==> src/rtl/systolic_pkg.sv <==
// systolic_pkg: shared definitions for the systolic-array feeder blocks.
//   DATA_W_DEF - default element width
//   state_t    - feeder FSM state (IDLE, FEED)
//   cnt_w()    - width of a counter that must hold values 0..n-1
package systolic_pkg;

   localparam int DATA_W_DEF = 8;

   typedef enum logic {
      IDLE = 1'b0,
      FEED = 1'b1
   } state_t;

   function automatic int cnt_w(input int n);
      return (n <= 1) ? 1 : $clog2(n);
   endfunction

endpackage

==> src/rtl/feeder_lane.sv <==
// feeder_lane: element selection for one systolic row (channel CH).
// The channel is active while CH <= t <= CH+DEPTH-1 and then presents
// element (t-CH), or DEPTH-1-(t-CH) when reversed. Purely combinational
// on registered state held in the parent.
//   t         - feed step counter
//   state     - feeder FSM state
//   reverse   - emit the channel's elements last-to-first
//   lane_tile - this channel's DEPTH elements, element k at [k*DATA_W +: DATA_W]
//   data      - selected element, 0 when inactive
//   valid     - element-valid for this channel
module feeder_lane
   import systolic_pkg::*;
#(
   parameter int CH     = 0,
   parameter int DEPTH  = 7,
   parameter int DATA_W = DATA_W_DEF,
   parameter int TW     = 4
) (
   input  logic [TW-1:0]           t,
   input  state_t                  state,
   input  logic                    reverse,
   input  logic [DEPTH*DATA_W-1:0] lane_tile,
   output logic [DATA_W-1:0]       data,
   output logic                    valid
);

   localparam logic [31:0] LO = 32'(CH);

   logic [31:0] idx;
   logic [31:0] sel;

   always_comb begin
      data  = '0;
      valid = 1'b0;
      // Unsigned wrap makes t < CH a huge index, so one compare covers
      // both the lower and the upper bound of the active window.
      idx   = 32'(t) - LO;
      sel   = reverse ? (32'(DEPTH - 1) - idx) : idx;
      if (state == FEED && idx < 32'(DEPTH)) begin
         valid = 1'b1;
         for (int k = 0; k < DEPTH; k++) begin
            if (sel == 32'(k)) data = lane_tile[k*DATA_W +: DATA_W];
         end
      end
   end

endmodule

==> src/rtl/skew_feeder.sv <==
// skew_feeder: accepts a NUM_CH x DEPTH tile and streams it into the rows
// of a systolic array with a one-step skew per channel (channel c starts at
// step c), taking DEPTH+NUM_CH-1 enabled steps per tile.
//   clk, reset_n      - clock, asynchronous active-low reset
//   load_valid/ready  - tile handshake; ready only while IDLE
//   load_data         - tile, element k of channel c at (c*DEPTH+k)*DATA_W
//   load_reverse      - sampled with the tile; emit elements last-to-first
//   enable            - advance one step; low stalls with outputs held
//   abort             - abandon the tile (priority over enable and load)
//   data_out/valid_out- per-channel element and valid, from registers only
//   done              - one-cycle pulse after the last step
module skew_feeder
   import systolic_pkg::*;
#(
   parameter int NUM_CH = 4,
   parameter int DEPTH  = 7,
   parameter int DATA_W = DATA_W_DEF
) (
   input  logic                           clk,
   input  logic                           reset_n,
   input  logic                           load_valid,
   output logic                           load_ready,
   input  logic [NUM_CH*DEPTH*DATA_W-1:0] load_data,
   input  logic                           load_reverse,
   input  logic                           enable,
   input  logic                           abort,
   output logic [NUM_CH*DATA_W-1:0]       data_out,
   output logic [NUM_CH-1:0]              valid_out,
   output logic                           done
);

   localparam int            TW   = cnt_w(DEPTH + NUM_CH);
   localparam logic [TW-1:0] LAST = TW'(DEPTH + NUM_CH - 2);

   state_t                          state;
   logic [TW-1:0]                   t;
   logic                            reverse;
   logic [NUM_CH*DEPTH*DATA_W-1:0]  tile;

   assign load_ready = (state == IDLE);

   always_ff @(posedge clk or negedge reset_n) begin
      if (!reset_n) begin
         state   <= IDLE;
         t       <= '0;
         reverse <= 1'b0;
         tile    <= '0;
         done    <= 1'b0;
      end else begin
         done <= 1'b0;
         if (abort) begin
            // Drops the tile; done stays low since it defaults to 0 above.
            state <= IDLE;
            t     <= '0;
         end else begin
            case (state)
               IDLE: begin
                  if (load_valid) begin
                     tile    <= load_data;
                     reverse <= load_reverse;
                     t       <= '0;
                     state   <= FEED;
                  end
               end
               FEED: begin
                  // load_valid is ignored here so the held tile stays intact.
                  if (enable) begin
                     if (t == LAST) begin
                        state <= IDLE;
                        t     <= '0;
                        done  <= 1'b1;
                     end else begin
                        t <= t + TW'(1);
                     end
                  end
               end
               default: state <= IDLE;
            endcase
         end
      end
   end

   for (genvar c = 0; c < NUM_CH; c++) begin : g_lane
      feeder_lane #(
         .CH     (c),
         .DEPTH  (DEPTH),
         .DATA_W (DATA_W),
         .TW     (TW)
      ) u_lane (
         .t         (t),
         .state     (state),
         .reverse   (reverse),
         .lane_tile (tile[c*DEPTH*DATA_W +: DEPTH*DATA_W]),
         .data      (data_out[c*DATA_W +: DATA_W]),
         .valid     (valid_out[c])
      );
   end

endmodule

==> config.mk <==
export PLATFORM = sky130hd
export DESIGN_NAME = skew_feeder
export DESIGN_NICKNAME = d
export VERILOG_FILES = /design/src/rtl/systolic_pkg.sv /design/src/rtl/feeder_lane.sv /design/src/rtl/skew_feeder.sv
export SDC_FILE = /design/constraint.sdc
export NUM_CORES = 1
export LEC_CHECK = 0
export CAP_MARGIN = 30
export CORE_AREA = 3 3 156 174
export CTS_CLUSTER_SIZE = 14
export DETAILED_ROUTE_END_ITERATION = 7
export DIE_AREA = 0 0 159 177
export PLACE_DENSITY = 0.81
export SYNTH_ARGS = -nofsm -noshare
export SYNTH_HDL_FRONTEND = slang
export SYNTH_HIERARCHICAL = 1
export SYNTH_SLANG_ARGS = --single-unit
==> constraint.sdc <==
create_clock -name clk -period 12.05 [get_ports clk]
set_clock_uncertainty 0.05 [all_clocks]
set_input_delay 2.41 -clock clk [delete_from_list [all_inputs] [get_ports clk]]
set_output_delay 2.41 -clock clk [all_outputs]
set_load 0.1 [all_outputs]
-- Word level (Yosys, flattened, before mapping)
Cells that the tools add are included.
- logic and storage cells: 110
- flip-flop bits (word level): 231
- output and inout bits: 38
- input port bits: 230
- reduce and logical (&&, ||, !) cells: 10
- add/subtract/negate cells: 8
- eq/ne operators: 27
- bitwise gates (word level): 2
- muxes and demuxes: 54
- magnitude comparators: 4
- operator list (kind ; count):
    $eq A32 B3 Y1 const B ; 12
    $eq A32 B2 Y1 const B ; 8
    $mux W8 ; 32
    $eq A32 B1 Y1 const B ; 4
    $logic_not A32 Y1 ; 4
    $mux W32 ; 4
    $lt A32 B3 Y1 const B ; 3
    $sub A3 B32 Y32 const A ; 3
    $mux W4 ; 4
    $mux W1 ; 12
    $sub A4 B2 Y5 const B ; 2
    $pmux W4 S2 ; 1
    $sub A3 B4 Y5 const A ; 1
    $sub A4 B1 Y5 const B ; 1
    $add A4 B1 Y4 const B ; 1
    $eq A4 B4 Y1 const B ; 1
    $logic_and A1 B1 Y1 ; 4
    $lt A4 B3 Y1 const B ; 1
    $ne A3 B2 Y1 const B ; 1
    $ne A3 B3 Y1 const B ; 1
    $reduce_and A3 Y1 ; 1
    $not A1 Y1 ; 2
    $pmux W1 S2 ; 1
    $reduce_and A2 Y1 ; 1

-- Depth between registers and ports, before layout
Gate-level depths: netlist (run 1).
- depth after elaboration: 12
- mapped depth: 13
- gate-level depth less buffers: 9

-- By module
Netlist (run 1), hierarchy kept.
- modules (own cells, without submodules) (module ; cells an instance ; times used ; area each (um^2) ; sequential area each (um^2)):
    skew_feeder ; 504 ; 1 ; 9316.4 ; 5780.5
    feeder_lane at g_lane[0].u_lane ; 184 ; 1 ; 1214.9 ; 0.0
    feeder_lane at g_lane[1].u_lane ; 152 ; 1 ; 1067.3 ; 0.0
    feeder_lane at g_lane[3].u_lane ; 187 ; 1 ; 1066.0 ; 0.0
    feeder_lane at g_lane[2].u_lane ; 114 ; 1 ; 798.3 ; 0.0

-- Worst setup path before layout (run 1)
No wires, ideal clock.
- path kind: reg-to-output
- from: register t[0]
- to: output port data_out[24]
- data required time: 9590 ps
- setup slack: 2958 ps
- arrival time: 6632 ps
- path buffers: 3
- cell stages (with the launch flop): 11
- path through: dfrtp_1 -> buf_4 -> clkinv_1 -> clkbuf_1 -> ha_1 -> clkbuf_1 -> inv_1 -> o21ai_0 -> a21boi_0 -> nand2_1 -> a21oi_1
- longest elaborated chain between the ends: 12
- elaborated cells on any way between the ends: 20
- classes of those cells: 2 x add/sub; 1 x order compare; 6 x eq/ne; 9 x mux; 2 x reduce/logical
- RTL lines (item ; RTL line ; text):
    start, declared ; skew_feeder.sv:36 ; logic [TW-1:0] t;
    start signal, assigned ; skew_feeder.sv:73 ; t <= t + TW'(1);
    $sub A4 B2 Y5 (*) ; feeder_lane.sv:37 ; idx = 32'(t) - LO;
    $sub A3 B32 Y32 ; feeder_lane.sv:38 ; sel = reverse ? (32'(DEPTH - 1) - idx) : idx;
    $mux W32 ; feeder_lane.sv:38 ;
    $logic_not A32 Y1 ; feeder_lane.sv:42 ; if (sel == 32'(k)) data = lane_tile[k*DATA_W +: DATA_W];
    $mux W8 (7 in a row) ; feeder_lane.sv:42 ;
    $mux W8 (*) ; feeder_lane.sv:39 ; if (state == FEED && idx < 32'(DEPTH)) begin
    end, declared ; skew_feeder.sv:27 ; output logic [NUM_CH*DATA_W-1:0] data_out,
Every way passes the cells marked *; elsewhere a longest branch is shown, timed or not.

-- Final worst setup path (run 1)
- from: register t[0]
- to: output port data_out[25]
The elaborated chain is that of the path after synthesis.

==> metrics.yaml, run 1 <==
status: "finished clean"
postCtsSetupBuffers: 0
synthArstFlopShare_pct: 100.0
first_global_vias: 10350
h-tree-depth: 1
clk_latency_ps: 510
r2r-start: "state$_DFF_PN0_"
period_needed_ps: 8130
avgSynthCellArea_um2: 11.80
grt-ovfl-total: 0
drc_errors: 0
crit_path_max_fanout: 58
drt-initial-drc-count: 773
antenna_found_initial: 0
min_from: "tile[151]$_DFFE_PN0P_"
yosysTopAreaCell: "dfrtp_1"
netlist_area_um2: 13460
irDropWorstVdd_v: 0.0001129
die_y_um: 177
synth_top_area_share_pct: 42.94
p_per_area_nw_per_um2: 142.3
finalSetupTns_ps: 0
fmax_ghz: 0.1230
wl_met1_um: 15210
grt_start_max_net_pins: 156
syn_to_final_growth_pct: 26.29
die_w_um: 159
hold_viol_final: 0
start_util_pct: 53.13
grt.total_usage_pct: 24.76
ctsLongestPathBuffers: 3
hold_class: "flip-flop to flip-flop"
post_cts_resized: 0
synthTopCellsByArea: "dfrtp_1, mux2_4, mux2_2"
ys_warn_count: 6
crit_required_ps: 9590
ys_types: 91
first_pass_iters: 5
place_ws_ps: 4594
maxCapViolations: 0
ys_seq_area_share_pct: 42.94
synth.top_cells.by_count: "dfrtp_1, mux2_4, mux2_2, a21oi_1, nor2_1"
highest_layer: "met4"
worst_pin_slew_ps: 1094
maxSlewHeadroom_pct: 27.08
grt_pass1_wl_um: 56900
finalMaxSlewViolations: 0
rows: 61
crit_start: "t[0]$_DFFE_PN0P_"
period_share_pct: 67.47
port_buffers: 267
die_area_um2: 28140
yosys.cell_count.top_type: "dfrtp_1"
via_count: 10110
ios: 268
synth.ff_latch_count: 231
path_class: "flip-flop to output port"
worst_slack_ps: 3920
cts_tree: "done"
place_congestion: 0.8963
n_antenna_cell: 0
hold_buffers: 0
n_fill_cell: 1965
rsz0062_at_grt: "false"
leakagePower_uw: 0.006952
dr_wl_met2_um: 17380
cp.arrival_ps: 5670
nets: 1623
syn_inst: 1141
finalSetupViolations: 0
cts-root-buf: "clkbuf_16"
vias_per_cell: 5.807
postRouteAntennaNets: 0
wl_met3_um: 2246
dp_hpwl_um: 24620
syn-num-nets: 1388
core-area_um2: 25340
drt-total-wl_um: 35700
end_kind: "output port"
clock_sinks: 231
wire_per_inst_um: 20.51
numCtsBuffers: 25
drive_gt1_share_pct: 24.61
path_clk_slew_ps: 60
ys.flop_type: "dfrtp_1"
synth_edf_count: 0
startpoint_type: "flip-flop"
## routing by layer
| layer | vias to the layer above | track usage [%] |
|---|---|---|
| met5 | - | 0 |
| met4 | 0 | 6.166 |
| met3 | 59 | 4.517 |
| met2 | 405 | 41.55 |
| met1 | 4978 | 33.54 |
| li1 | 4663 | - |
## registers in the layout (all words and copies together), names as in the netlist
register  cells
done          1
reverse       1
state         1
t             4
tile        224
## stage by stage
step                util [%]  cell area [um^2]  hold slack [ps]  power, uW  std cells
floorplan                  -             13460            422.2       1424       1141
global placement       63.37             16060            433.1       1600       1691
detailed placement     63.67             16130            438.0       1619       1694
CTS                    67.07             17000            455.3       2435       1739
global route           67.10             17000            464.0       2526       1740
finish                 67.10             17000            453.0       2419       1740
## critical path, stage by stage, from the launching register on
cell             delay, ps
dfrtp_2                340
buf_4                  570
clkinv_1               630
ha_1                   660
nor2b_4                250
a21oi_1                 70
o311ai_1               260
nand3_1                300
nor2_1                 520
a21oi_1                130
a21oi_1                220
clkdlybuf4s50_1       1180
## layout make-up
cell class,instances,area (um^2),area share [%]
repair buffers,278,2825,16.62
well taps,346,432.9,2.546
multi-input cells,802,6955,40.91
clock buffers,32,681.9,4.011
inverters,38,142.6,0.8389
clock inverters,13,180.2,1.060
flip-flops and latches,231,5784,34.02
## final timing paths
kind                                              end  slack (ps)  depth (start not counted)
worst max-delay path                     data_out[25]        3920                         11
worst min-delay path            tile[151]$_DFFE_PN0P_         450                          1
worst max register to register    reverse$_DFFE_PN0P_        8710                          5
worst min register to register  tile[151]$_DFFE_PN0P_         450                          1
max in group asynchronous        tile[62]$_DFFE_PN0P_        8630                          2
min in group asynchronous        tile[17]$_DFFE_PN0P_        1890                          1
## power by group
part           switching [uW]  total, uW  internal [uW]
sequential                112       1030            922
combinational             261        582            321
clock                     316        802            487
## kinds of logic (layout without fill, tap and decap cells)
kind of cell	count (synthesis)	count (layout)	synth area share, %
buf+inv	108	361	5.400
fa+ha+maj	17	17	1.580
mux	231	231	23.56
simple gates	244	244	10.43
flops	231	231	42.94
compound gates	297	297	15.06
xor+xnor	13	13	1.041
## cells in the final DEF, fill, tap and decap left out, types with 11 or more instances in the layout
| master | count |
|---|---|
| nand2_1 | 34 |
| nand3_1 | 28 |
| o22ai_1 | 30 |
| and2_1 | 11 |
| a21oi_1 | 73 |
| nor2_1 | 67 |
| dfrtp_1 | 228 |
| inv_1 | 35 |
| a31oi_1 | 11 |
| ha_1 | 17 |
| o21ai_1 | 25 |
| mux2_2 | 76 |
| clkbuf_16 | 25 |
| mux2_4 | 150 |
| clkdlybuf4s50_1 | 266 |
| and3_1 | 11 |
| o21ai_0 | 54 |
| a211oi_1 | 16 |
| a22oi_1 | 16 |
(Power assumes the default switching activity.)
==> run 2, diff against run 1 <==
==> constraint.sdc (replaced) <==
create_clock -name clk -period 7.6 [get_ports clk]
set_clock_uncertainty 0.05 [all_clocks]
set_input_delay 1.52 -clock clk [delete_from_list [all_inputs] [get_ports clk]]
set_output_delay 1.52 -clock clk [all_outputs]
set_load 0.1 [all_outputs]
==> run 2 against run 1 <==
Effect of this change: die area is the same; sequential share of layout area is essentially flat; cell count is the same; worst setup slack lost 2700 ps; flip-flop and latch count is the same; first-iteration DRC count shrank 19%; sequential power grew 59%; register-to-register slack lost 4200 ps; core utilization is essentially flat; clock-buffer cell count grew 3; critical path depth is the same; largest cell class unchanged; largest power group unchanged.
==> metrics.yaml, run 2 (synthesis gave the netlist of run 1 again) <==
status: "finished clean"
crit_required_ps: 6030  # -3560 ps
hold_viol_final: 0  # unchanged
first_global_vias: 10480  # +1.2%
clock_sinks: 231  # unchanged
hold_buffers: 0  # unchanged
via_count: 10130  # +0.24%
ctsLongestPathBuffers: 3  # unchanged
reg2reg_slack_ps: 4470  # -4240 ps
die_y_um: 177  # unchanged
min_from: "tile[150]$_DFFE_PN0P_"
wl_met3_um: 2424  # +7.9%
n_antenna_cell: 0  # unchanged
maxSlewHeadroom_pct: 31.23  # +4.2 points
core-area_um2: 25340  # unchanged
h-tree-depth: 1  # unchanged
drc_errors: 0  # unchanged
period_needed_ps: 6428
top_regs: "tile: 224 flops, t: 4 flops"
crit_start: "t[1]$_DFFE_PN0P_"
maxCapViolations: 0  # unchanged
period_share_pct: 84.59
final_cell_mix: "clkdlybuf4s50_1, dfrtp_1, mux2_4"
nets: 1625  # +0.12%
grt.total_usage_pct: 24.75  # about the same
critPathSlowestCell: "clkdlybuf4s50_1"
irDropWorstVdd_v: 0.0001712  # +52%
path_class: "flip-flop to output port"
path_buf_inv: 3  # unchanged
syn_to_final_growth_pct: 26.35  # about the same
end_kind: "output port"
rsz0062_at_grt: "false"
finalSetupTns_ps: 0  # unchanged
wire_per_inst_um: 20.35  # -0.81%
worstReg2RegEnd: "tile[40]$_DFFE_PN0P_"
crit_path_max_fanout: 25  # -57%
max_stage_delay_ps: 1180  # about the same
wl_met1_um: 15160  # -0.35%
postCtsSetupBuffers: 0  # unchanged
leakagePower_uw: 0.006967  # +0.22%
holdPathStages: 1  # unchanged
ios: 268  # unchanged
hold_class: "flip-flop to flip-flop"
rows: 61  # unchanged
cpMostUsedCell: "a21oi_1"
grt_pass1_wl_um: 57170  # +0.49%
vias_per_cell: 5.821  # +0.24%
start_util_pct: 53.13  # unchanged
path_clk_slew_ps: 60  # about the same
post_cts_resized: 0  # unchanged
highest_layer: "met4"
numCtsBuffers: 25  # unchanged
cp_top_family: "buffers and inverters"
drt-total-wl_um: 35410  # -0.81%
cp.arrival_ps: 4860  # -810 ps
finalSetupViolations: 0  # unchanged
die_area_um2: 28140  # unchanged
drt-initial-drc-count: 629  # -19%
worstPathCellList: "buf_4, inv_1, ha_1, nor2b_4, a21oi_1, o311ai_1, nand3_1, nor2_1, a21oi_1, a21oi_1, clkdlybuf4s50_1"
r2r-start: "state$_DFF_PN0_"
worst_pin_slew_ps: 1028  # -65.53 ps
antenna_found_initial: 0  # unchanged
first_pass_iters: 6  # +1
die_w_um: 159  # unchanged
postRouteAntennaNets: 0  # unchanged
dp_hpwl_um: 24890  # +1.1%
worstHoldEndpoint: "tile[150]$_DFFE_PN0P_"
finalMaxSlewViolations: 0  # unchanged
largest_reg_flops: 224  # unchanged
top_register: "tile"
drive_gt1_share_pct: 24.46  # -0.14 points
dr_wl_met2_um: 16790  # -3.4%
cts-root-buf: "clkbuf_16"
grt_start_max_net_pins: 143  # -8.3%
cts_tree: "done"
startpoint_type: "flip-flop"
port_buffers: 267  # unchanged
place_congestion: 0.8845  # -1.3%
layout_commonest_cell: "clkdlybuf4s50_1"
grt-ovfl-total: 0  # unchanged
n_fill_cell: 1937  # -1.4%
fmax_ghz: 0.1556
clk_latency_ps: 510  # about the same
place_ws_ps: 1756  # -2838 ps
p_per_area_nw_per_um2: 225.3  # +58%
rr_worst_depth: 5  # unchanged
worst_slack_ps: 1172  # -2749 ps
## run 2: power breakdown
| group | switching, uW | internal (uW) | leakage, uW |
|---|---|---|---|
| sequential | 173 | 1460 | 0.00273 |
| combinational | 419 | 508 | 0.00382 |
| clock | 492 | 777 | 0.000416 |
## run 2: metrics by stage
stage	utilization, %	total power (uW)	cells	instance area, um^2	hold slack [ps]
floorplan	-	2257	1141	13460	422.2
global placement	63.43	2543	1693	16070	432.7
detailed placement	63.65	2565	1695	16130	438.0
CTS	66.99	3855	1738	16980	456.5
global route	67.13	4007	1740	17010	473.6
finish	67.13	3832	1740	17010	452.0
## run 2: routing by layer
metal / vias up / GRT usage, %
met4: 0 / 7.734
met5: - / 0
met1: 4961 / 33.54
li1: 4672 / -
met3: 77 / 4.938
met2: 419 / 40.48
## run 2: worst max path at each step
stage	end	slack [ps]	depth (start not counted)
2_1_floorplan	data_out[24]	330	10
3_3_place_gp	data_out[12]	1850	8
3_5_place_dp	data_out[24]	1760	11
4_1_cts	data_out[24]	1180	11
5_1_grt	data_out[24]	800	11
6_report	data_out[24]	1170	11
## run 2: worst register-to-register path: stages (launching register included)
cell and delay, ps:
dfrtp_1 560, nor2b_1 220, nor2b_4 180, buf_12 650, buf_4 920, mux2_2 440
## run 2: cell type report
class	instances	area, um^2	share of cell area, %
clock inverter	8	143.9	0.8459
timing repair buffer	280	2848	16.74
multi-input combinational	802	6955	40.89
inverter	38	142.6	0.8385
tap	346	432.9	2.545
sequential	231	5784	34.01
clock buffer	35	703.2	4.134
==> run 3, diff against run 2 <==
==> constraint.sdc (replaced) <==
create_clock -name clk -period 6.4 [get_ports clk]
set_clock_uncertainty 0.05 [all_clocks]
set_input_delay 1.28 -clock clk [delete_from_list [all_inputs] [get_ports clk]]
set_output_delay 1.28 -clock clk [all_outputs]
set_load 0.1 [all_outputs]
==> run 3 against run 2 <==
Effect of this change: design area down 0.31%; flip-flop and latch count did not move; largest power group unchanged; critical endpoint is now valid_out[3]; clock power rose by 11%; power rose by 16%; cell count barely moved.
==> metrics.yaml, run 3 (synthesis gave the netlist of run 1 again) <==
status: "finished clean"
die_y_um: 177  # unchanged
ctsLongestPathBuffers: 3  # unchanged
die_w_um: 159  # unchanged
core-area_um2: 25340  # unchanged
largest_reg_flops: 224  # unchanged
rows: 61  # unchanged
drive_gt1_share_pct: 28.10  # +3.6 points
irDropWorstVdd_v: 0.0002288  # +34%
top_register: "tile"
crit_required_ps: 5070  # -960 ps
drt-initial-drc-count: 594  # -5.6%
period_share_pct: 83.93
placedCellCount: 1698  # +0.18%
final_cells: 1741  # +0.057%
antenna_found_initial: 0  # unchanged
n_antenna_cell: 0  # unchanged
fin_util_pct: 66.92  # -0.21 points
grt.total_usage_pct: 23.83  # -0.92 points
postRouteAntennaNets: 0  # unchanged
p_per_area_nw_per_um2: 262.0  # +16%
grt_pass1_wl_um: 55530  # -2.9%
cts-root-buf: "clkbuf_16"
nets: 1626  # +0.062%
cp.arrival_ps: 4040  # -820 ps
hold_buffers: 0  # unchanged
grt_start_max_net_pins: 138  # -3.5%
layout_commonest_cell: "clkdlybuf4s50_1"
maxSlewHeadroom_pct: 29.70  # -1.5 points
wire_per_inst_um: 19.99  # -1.8%
period_needed_ps: 5372
place_congestion: 0.9075  # +2.6%
rsz0062_at_grt: "false"
post_cts_resized: 0  # unchanged
finalSetupTns_ps: 0  # unchanged
maxCapViolations: 0  # unchanged
worst_pin_slew_ps: 1051  # +22.94 ps
finalSetupViolations: 0  # unchanged
end_kind: "output port"
top_regs: "tile: 224 flops, t: 4 flops"
clock_sinks: 231  # unchanged
first_global_vias: 10380  # -0.95%
path_class: "flip-flop to output port"
via_count: 10040  # -0.86%
path_clk_slew_ps: 60  # about the same
final_cell_mix: "clkdlybuf4s50_1, dfrtp_1, mux2_4"
cts_tree: "done"
h-tree-depth: 1  # unchanged
die_area_um2: 28140  # unchanged
drc_errors: 0  # unchanged
numCtsBuffers: 24  # -4.0%
hold_class: "flip-flop to flip-flop"
vias_per_cell: 5.768  # -0.92%
dp_hpwl_um: 25120  # +0.94%
first_pass_iters: 5  # -1
postCtsSetupBuffers: 0  # unchanged
clk_latency_ps: 520  # about the same
hold_viol_final: 0  # unchanged
drt-total-wl_um: 34800  # -1.7%
start_util_pct: 53.13  # unchanged
fmax_ghz: 0.1862
crit_path_max_fanout: 34  # +36%
finalMaxSlewViolations: 0  # unchanged
syn_to_final_growth_pct: 25.96
ios: 268  # unchanged
grt-ovfl-total: 0  # unchanged
leakagePower_uw: 0.007016  # +0.71%
port_buffers: 267  # unchanged
startpoint_type: "flip-flop"
==> run 3: stage by stage <==
step | cell area, um^2 | total power, uW | setup slack, ps | hold slack (ps)
3_5_place_dp | 16160 | 3046 | 1564 | 439.5
3_3_place_gp | 16110 | 3008 | 1651 | 432.6
5_1_grt | 16960 | 4643 | 673.6 | 471.4
2_1_floorplan | 13530 | 2681 | 69.39 | 422.2
6_report | 16960 | 4442 | 1028 | 455.1
4_1_cts | 16950 | 4472 | 1014 | 453.1
==> run 3: per-layer routing <==
layer	routed length [um]	track usage, %	part of all wire, %
met5	0	0	0
met4	698	5.691	2.0
met3	2040	4.002	5.9
met2	17290	40.96	50
met1	14760	31.79	42
==> run 3: power by group <==
group	internal (uW)	total, uW	switching [uW]
combinational	599	1090	491
sequential	1740	1940	206
clock	837	1410	572
==> run 3: layout make-up <==
type	count	area [um^2]
Clock buffer	33	695.7
Clock inverter	9	97.59
Fill cell	1910	8382
Inverter	38	142.6
Multi-Input combinational cell	802	7027
Sequential cell	231	5784
Tap cell	346	432.9
Timing Repair Buffer	282	2778
==> run 3: worst max-delay path: stages (launching register included) <==
cell and delay (ps):
dfrtp_2 620, buf_4 470, ha_1 560, a31oi_1 150, a311o_1 360, a21boi_2 140, clkdlybuf4s50_1 1180
==> run 3: path summary, 6_finish.rpt <==
check	cells after the start	slack, ps	end	startpoint
worst max-delay path	6	1030	valid_out[3]	t[0]$_DFFE_PN0P_
worst min-delay path	1	460	tile[21]$_DFFE_PN0P_	tile[21]$_DFFE_PN0P_
worst max register to register	5	4040	tile[33]$_DFFE_PN0P_	state$_DFF_PN0_
worst min register to register	1	460	tile[21]$_DFFE_PN0P_	tile[21]$_DFFE_PN0P_
max in group asynchronous	2	4110	t[0]$_DFFE_PN0P_	reset_n
min in group asynchronous	1	820	tile[3]$_DFFE_PN0P_	reset_n
